<file path="config.mk">
export PLATFORM = sky130hd
export DESIGN_NAME = step_pulse_shaper
export DESIGN_NICKNAME = d
export VERILOG_FILES = /design/src/rtl/step_pulse_shaper.sv
export SDC_FILE = /design/constraint.sdc
export NUM_CORES = 1
export LEC_CHECK = 0
export BUFFER_PORTS_ARGS = -buffer_cell sky130_fd_sc_hd__buf_4
export CAP_MARGIN = 20
export CORE_MARGIN = 3
export CORE_UTILIZATION = 50
export DETAILED_ROUTE_END_ITERATION = 7
export PLACE_DENSITY = 0.78
export SYNTH_ARGS = -nofsm -noshare
export SYNTH_HDL_FRONTEND = slang
export SYNTH_SLANG_ARGS = --single-unit
</file>
<file path="constraint.sdc">
create_clock -name Bus2IP_Clk -period 4.05 [get_ports Bus2IP_Clk]
set_clock_uncertainty 0.1 [all_clocks]
set_input_delay 0.405 -clock Bus2IP_Clk [delete_from_list [all_inputs] [get_ports Bus2IP_Clk]]
set_output_delay 0.405 -clock Bus2IP_Clk [all_outputs]
set_load 0.05 [all_outputs]
</file>
<file path="src/rtl/step_pulse_shaper.sv">
// step_pulse_shaper
//   Turns single-cycle step requests from the motion core into properly
//   timed stepper-driver pin activity. It enforces a direction setup time
//   before each rising edge, a programmable high width, and a programmable
//   minimum low time. One request can be buffered while a pulse is in
//   flight. Steps toward an active endstop are suppressed, and a signed
//   position counter tracks the pulses that were actually emitted.
//
// Ports
//   Bus2IP_Clk     sole clock
//   Bus2IP_Resetn  synchronous reset, active-low
//   Step_Req       single-cycle step request
//   Step_Dir       direction of Step_Req (1 = positive)
//   Enable_Req     driver enable request
//   Pulse_Width    S_Step high time in clocks (0 behaves as 1)
//   Low_Width      minimum S_Step low time in clocks (0 behaves as 1)
//   Dir_Setup      clocks from an S_Dir change to the S_Step rise (0 behaves as 1)
//   Limit_En       enables endstop gating
//   E_Min, E_Max   asynchronous endstops, active-high
//   Pos_Load       loads Pos_Data into Position (wins over a same-edge step)
//   Pos_Data       load value for Position
//   S_Step, S_Dir, S_Enable   driver pins
//   Busy           FSM active or a step is pending
//   Step_Drop      one-cycle pulse when a request is lost
//   Limit_Hit      one-cycle pulse when an endstop suppresses a step
//   Position       two's-complement count of emitted steps
module step_pulse_shaper #(
  parameter int CNT_W = 16,
  parameter int POS_W = 32
) (
  input  logic             Bus2IP_Clk,
  input  logic             Bus2IP_Resetn,
  input  logic             Step_Req,
  input  logic             Step_Dir,
  input  logic             Enable_Req,
  input  logic [CNT_W-1:0] Pulse_Width,
  input  logic [CNT_W-1:0] Low_Width,
  input  logic [CNT_W-1:0] Dir_Setup,
  input  logic             Limit_En,
  input  logic             E_Min,
  input  logic             E_Max,
  input  logic             Pos_Load,
  input  logic [POS_W-1:0] Pos_Data,
  output logic             S_Step,
  output logic             S_Dir,
  output logic             S_Enable,
  output logic             Busy,
  output logic             Step_Drop,
  output logic             Limit_Hit,
  output logic [POS_W-1:0] Position
);

  typedef enum logic [1:0] {IDLE, SETUP, HIGH, LOW} state_t;

  state_t           state_q, state_d;
  logic [CNT_W-1:0] cnt_q, cnt_d;
  logic             pend_valid_q, pend_valid_d;
  logic             pend_dir_q, pend_dir_d;
  logic             s_step_q, s_step_d;
  logic             s_dir_q, s_dir_d;
  logic             s_enable_q;
  logic             step_drop_q, step_drop_d;
  logic             limit_hit_q, limit_hit_d;
  logic [POS_W-1:0] position_q, position_d;
  logic             e_min_meta_q, e_min_s_q;
  logic             e_max_meta_q, e_max_s_q;

  logic [CNT_W-1:0] pw_eff, lw_eff, ds_eff;
  logic             launch_go, launch_dir;
  logic             inc_en, inc_dir;

  // Zero-length phases behave as one clock.
  assign pw_eff = (Pulse_Width == '0) ? CNT_W'(1) : Pulse_Width;
  assign lw_eff = (Low_Width   == '0) ? CNT_W'(1) : Low_Width;
  assign ds_eff = (Dir_Setup   == '0) ? CNT_W'(1) : Dir_Setup;

  // Next-state logic. The FSM phase handling runs first and may request a
  // launch of the pending entry; new-request acceptance is then decided from
  // the registered state and pending flag, so both can happen on one edge
  // without ever consuming and storing the pending slot simultaneously.
  always_comb begin
    state_d      = state_q;
    cnt_d        = cnt_q;
    pend_valid_d = pend_valid_q;
    pend_dir_d   = pend_dir_q;
    s_step_d     = s_step_q;
    s_dir_d      = s_dir_q;
    step_drop_d  = 1'b0;
    limit_hit_d  = 1'b0;
    position_d   = position_q;
    launch_go    = 1'b0;
    launch_dir   = 1'b0;
    inc_en       = 1'b0;
    inc_dir      = 1'b0;

    case (state_q)
      IDLE: begin
        // A request stored while LOW was finishing launches here.
        if (pend_valid_q && Enable_Req) begin
          launch_go    = 1'b1;
          launch_dir   = pend_dir_q;
          pend_valid_d = 1'b0;
        end
      end
      SETUP: begin
        if (cnt_q <= CNT_W'(1)) begin
          state_d  = HIGH;
          s_step_d = 1'b1;
          cnt_d    = pw_eff;
          inc_en   = 1'b1;
          inc_dir  = s_dir_q;
        end else begin
          cnt_d = cnt_q - CNT_W'(1);
        end
      end
      HIGH: begin
        if (cnt_q <= CNT_W'(1)) begin
          state_d  = LOW;
          s_step_d = 1'b0;
          cnt_d    = lw_eff;
        end else begin
          cnt_d = cnt_q - CNT_W'(1);
        end
      end
      LOW: begin
        if (cnt_q <= CNT_W'(1)) begin
          state_d = IDLE;
          if (pend_valid_q && Enable_Req) begin
            launch_go    = 1'b1;
            launch_dir   = pend_dir_q;
            pend_valid_d = 1'b0;
          end
        end else begin
          cnt_d = cnt_q - CNT_W'(1);
        end
      end
      default: state_d = IDLE;
    endcase

    // Losing the enable silently discards whatever is buffered.
    if (!Enable_Req) begin
      pend_valid_d = 1'b0;
    end

    if (Step_Req) begin
      if (!s_enable_q || !Enable_Req) begin
        step_drop_d = 1'b1;
      end else if (state_q == IDLE && !pend_valid_q) begin
        launch_go  = 1'b1;
        launch_dir = Step_Dir;
      end else if (!pend_valid_q) begin
        pend_valid_d = 1'b1;
        pend_dir_d   = Step_Dir;
      end else begin
        step_drop_d = 1'b1;
      end
    end

    // A suppressed launch leaves state_d at IDLE, which both the IDLE and
    // LOW-completion paths have already arranged.
    if (launch_go) begin
      if (Limit_En && (launch_dir ? e_max_s_q : e_min_s_q)) begin
        limit_hit_d = 1'b1;
      end else if (launch_dir != s_dir_q) begin
        s_dir_d = launch_dir;
        state_d = SETUP;
        cnt_d   = ds_eff;
      end else begin
        state_d  = HIGH;
        s_step_d = 1'b1;
        cnt_d    = pw_eff;
        inc_en   = 1'b1;
        inc_dir  = launch_dir;
      end
    end

    if (Pos_Load) begin
      position_d = Pos_Data;
    end else if (inc_en) begin
      position_d = inc_dir ? position_q + POS_W'(1) : position_q - POS_W'(1);
    end
  end

  // All state, including the endstop synchronisers, with synchronous reset.
  always_ff @(posedge Bus2IP_Clk) begin
    if (!Bus2IP_Resetn) begin
      state_q      <= IDLE;
      cnt_q        <= '0;
      pend_valid_q <= 1'b0;
      pend_dir_q   <= 1'b0;
      s_step_q     <= 1'b0;
      s_dir_q      <= 1'b0;
      s_enable_q   <= 1'b0;
      step_drop_q  <= 1'b0;
      limit_hit_q  <= 1'b0;
      position_q   <= '0;
      e_min_meta_q <= 1'b0;
      e_min_s_q    <= 1'b0;
      e_max_meta_q <= 1'b0;
      e_max_s_q    <= 1'b0;
    end else begin
      state_q      <= state_d;
      cnt_q        <= cnt_d;
      pend_valid_q <= pend_valid_d;
      pend_dir_q   <= pend_dir_d;
      s_step_q     <= s_step_d;
      s_dir_q      <= s_dir_d;
      s_enable_q   <= Enable_Req;
      step_drop_q  <= step_drop_d;
      limit_hit_q  <= limit_hit_d;
      position_q   <= position_d;
      e_min_meta_q <= E_Min;
      e_min_s_q    <= e_min_meta_q;
      e_max_meta_q <= E_Max;
      e_max_s_q    <= e_max_meta_q;
    end
  end

  assign S_Step    = s_step_q;
  assign S_Dir     = s_dir_q;
  assign S_Enable  = s_enable_q;
  assign Busy      = (state_q != IDLE) || pend_valid_q;
  assign Step_Drop = step_drop_q;
  assign Limit_Hit = limit_hit_q;
  assign Position  = position_q;

endmodule
</file>
==> impl_metrics.py <==
metrics = {
    "logic_synthesis": {
        "synth_common_cells": "dfxtp_1, nand2_1, nor2_1",
        "synth_top_area_cell": "dfxtp_1",
        "synth.mux.area_fraction_pct": 2.66,
        "synth_compound_gate_area_share_pct": 31.3,
        "synth-xor-area-share_pct": 2.64,
        "syn_inst": 737,
        "yosysSeqAreaShare_pct": 23.0,
        "synth_most_common_cell": "dfxtp_1",
        "synth-async-reset-ratio_pct": 0,
        "synth-simple-area-share_pct": 33.2,
        "ys_ff_latch": 61,
        "syn_nets": 833,
        "synth_top_family_by_area": "simple AND/OR/NAND/NOR gates",
        "syn_area_per_cell_um2": 7.21,
        "ys_types": 84,
        "synth_top_area_share_pct": 23.0,
        "yosys_warnings": 0,
        "synth-edff-count": 0,
        "dominantRegCellSynth": "dfxtp_1",
        "syn_area_mm2": 0.00532,
        "synthAdderAreaFrac_pct": 1.65,
        "synth_area_leaders": "dfxtp_1, a21oi_1, nand3_1",
    },
    "clocking": {
        "clock_sink_count": 61,
        "root_buffer": "clkbuf_8",
        "numCtsBuffers": 9,
        "cts.path.max_buffers": 2,
        "clk_pin_slew_ns": 0.08,
        "hold_buffers": 0,
        "h-tree-depth": 3,
        "cts_tree": "yes",
        "clock_latency_ns": 0.36,
    },
    "timing": {
        "final.setup.tns_ns": 0,
        "max_freq_mhz": 263,
        "maxSlewViolCount": 0,
        "fin_crit_sh_pct": 94.1,
        "setup_viol": 0,
        "rsz0062_at_grt": "false",
        "worst_pin_slew_ns": 0.796,
        "hold_viol": 0,
        "slew_headroom_pct": 45.6,
        "post-route-min-period_ns": 3.81,
    },
    "floorplanning": {
        "ios": 127,
        "die_height_um": 109,
        "row_count": 37,
        "core_mm2": 0.0103,
        "die_w_um": 109,
        "start_util_pct": 51.5,
        "die_area_mm2": 0.0119,
    },
    "critical_path": {
        "worstSetupPathType": "flip-flop to flip-flop",
        "worstSetupStartpoint": "state_q[0]",
        "end_kind": "flip-flop",
        "cp-start-kind": "flip-flop",
        "crit_buf_inv": 3,
        "cp_data_arrival_time_ns": 3.98,
        "regToRegSetupSlack_ns": 0.24,
        "slowest_delay_ns": 0.40,
        "r2r-start": "state_q[0]",
        "cp.required_ns": 4.22,
        "path_cells": "inv_1, ha_1, nand3b_1, o22ai_4, a21boi_2, a21oi_4, xnor2_1, ha_1, buf_4, nor2_1, nand3_1, o31ai_1, a211oi_2, buf_4, xnor2_1, or3_1, a311oi_1",
        "crit_fanout": 8,
        "slowest_stage": "dfxtp_1",
        "critPathTopFamily": "compound AO/OA/AOI/OAI gates",
    },
    "pwr": {
        "powerDensity_mw_per_mm2": 594,
        "p_leak_nw": 2.47,
        "vdd_ir_drop_max_v": 0.000467,
    },
    "drt": {
        "drtIter0Drc": 776,
        "avgViaCountPerCell": 6.84,
        "antenna_left": 0,
        "wl_um": 20300,
        "route.detailed.drc": 0,
        "avgRoutedWirePerCell_um": 20.7,
        "vias": 6710,
        "first_pass_iters": 6,
    },
    "global_routing": {
        "grt_pass1_vias": 6174,
        "antenna_found_initial": 0,
        "gr-usage-all-layers_pct": 33.5,
        "grt_pass1_wl_um": 31700,
        "grt.overflow.total": 0,
        "grt_max_degree": 45,
    },
    "final_layout": {
        "final_nets": 936,
        "post-route-cell-area_mm2": 0.00662,
        "final_util_pct": 64.1,
        "syn_to_final_growth_pct": 24.5,
        "antenna-diode-count": 0,
        "drive_above_1_share_pct": 23.3,
    },
    "placed_design": {
        "postPlaceCellArea_mm2": 0.00640,
        "dpl.hpwl_um": 14500,
        "place.gp.congestion": 0.964,
        "io_buffers": 126,
    },
    "outcome": {
        "status": "finished, final reports clean",
    },
    "worst_hold_path": {
        "min-delay-start": "E_Max",
        "hold_path_class": "primary input to flip-flop",
    },
    "run": {
        "cap_violations": 0,
    },
}
-- worst paths after layout --
check / endpoint / cells past startpoint
hold reg to reg: e_max_s_q / 1
hold / removal: e_max_meta_q / 2
setup reg to reg: Position[8] / 17
setup / recovery: Position[8] / 17
-- timing repair --
item	4_1_cts	5_1_grt
setup endpoints to repair	0	3
buffers inserted	0	2
resized for setup	0	2
-- power by group --
group	internal (mW)	leakage (nW)	switching, mW
clock network	0.281	0.0987	0.278
registers	0.708	0.503	0.179
logic	0.882	1.87	1.60
total	1.87	2.47	2.06
-- per-layer routing --
| layer | global-route usage (%) | vias to the layer above | wire [µm] |
|---|---|---|---|
| met5 | 0 | - | 0 |
| met4 | 12.1 | 0 | 495 |
| met3 | 8.76 | 58 | 2490 |
| met2 | 50.2 | 465 | 8800 |
| met1 | 46.1 | 3136 | 8550 |
| li1 | - | 3051 | - |
-- metrics by stage --
step / instances / hold WS [ns] / setup slack (ns) / total power, mW
after floorplan: 737 / 0.312 / 0.0289 / 2.56
after global placement: 963 / 0.316 / 0.427 / 3.24
after detailed placement: 963 / 0.322 / 0.227 / 3.27
after CTS: 979 / 0.155 / 0.204 / 3.84
after global routing: 981 / 0.175 / 0.0229 / 4.18
final: 981 / 0.167 / 0.241 / 3.93
-- cell type report --
class | count | area (µm²)
multi-input cells | 600 | 3830
fillers | 946 | 3700
flip-flops and latches | 61 | 1220
repair buffers | 153 | 1150
well taps | 136 | 170
clock buffers | 9 | 124
clock inverters | 7 | 66.3
inverters | 15 | 56.3
-- sequential cells by signal, summed over array words and instances, names as in the netlist --
register / cells
Limit_Hit: 1
Position: 32
S_Dir: 1
S_Enable: 1
S_Step: 1
Step_Drop: 1
cnt_q: 16
e_max_meta_q: 1
e_max_s_q: 1
e_min_meta_q: 1
e_min_s_q: 1
pend_dir_q: 1
pend_valid_q: 1
state_q: 2
-- cell usage in the layout, fill, tap and decap left out, drive strengths merged, types with 7 or more instances in the layout --
cell     Yosys  final
a211oi      19     19
a21oi       54     54
a22oi       12     12
a31oi       10     10
a32oi       11     11
and2        13     13
and3        14     14
buf         12    153
clkbuf      49      9
dfxtp       61     61
ha           7      7
inv         14     14
mux2i        7      7
nand2       60     60
nand3       49     49
nand3b       8      8
nand4       19     19
nor2        58     58
nor3        21     21
nor4        27     27
o2111ai      7      7
o211ai      14     14
o21ai       46     46
or3         24     24
xnor2       13     13
-- cell families (layout without fill, tap and decap cells) --
| kind of cell | Yosys count | in the layout |
|---|---|---|
| simple gates | 327 | 327 |
| compound gates | 237 | 237 |
| buf+inv | 76 | 184 |
| flops | 61 | 61 |
| xor+xnor | 16 | 16 |
| mux | 13 | 13 |
| fa+ha+maj | 7 | 7 |
Power figures use the tool's default switching activity.
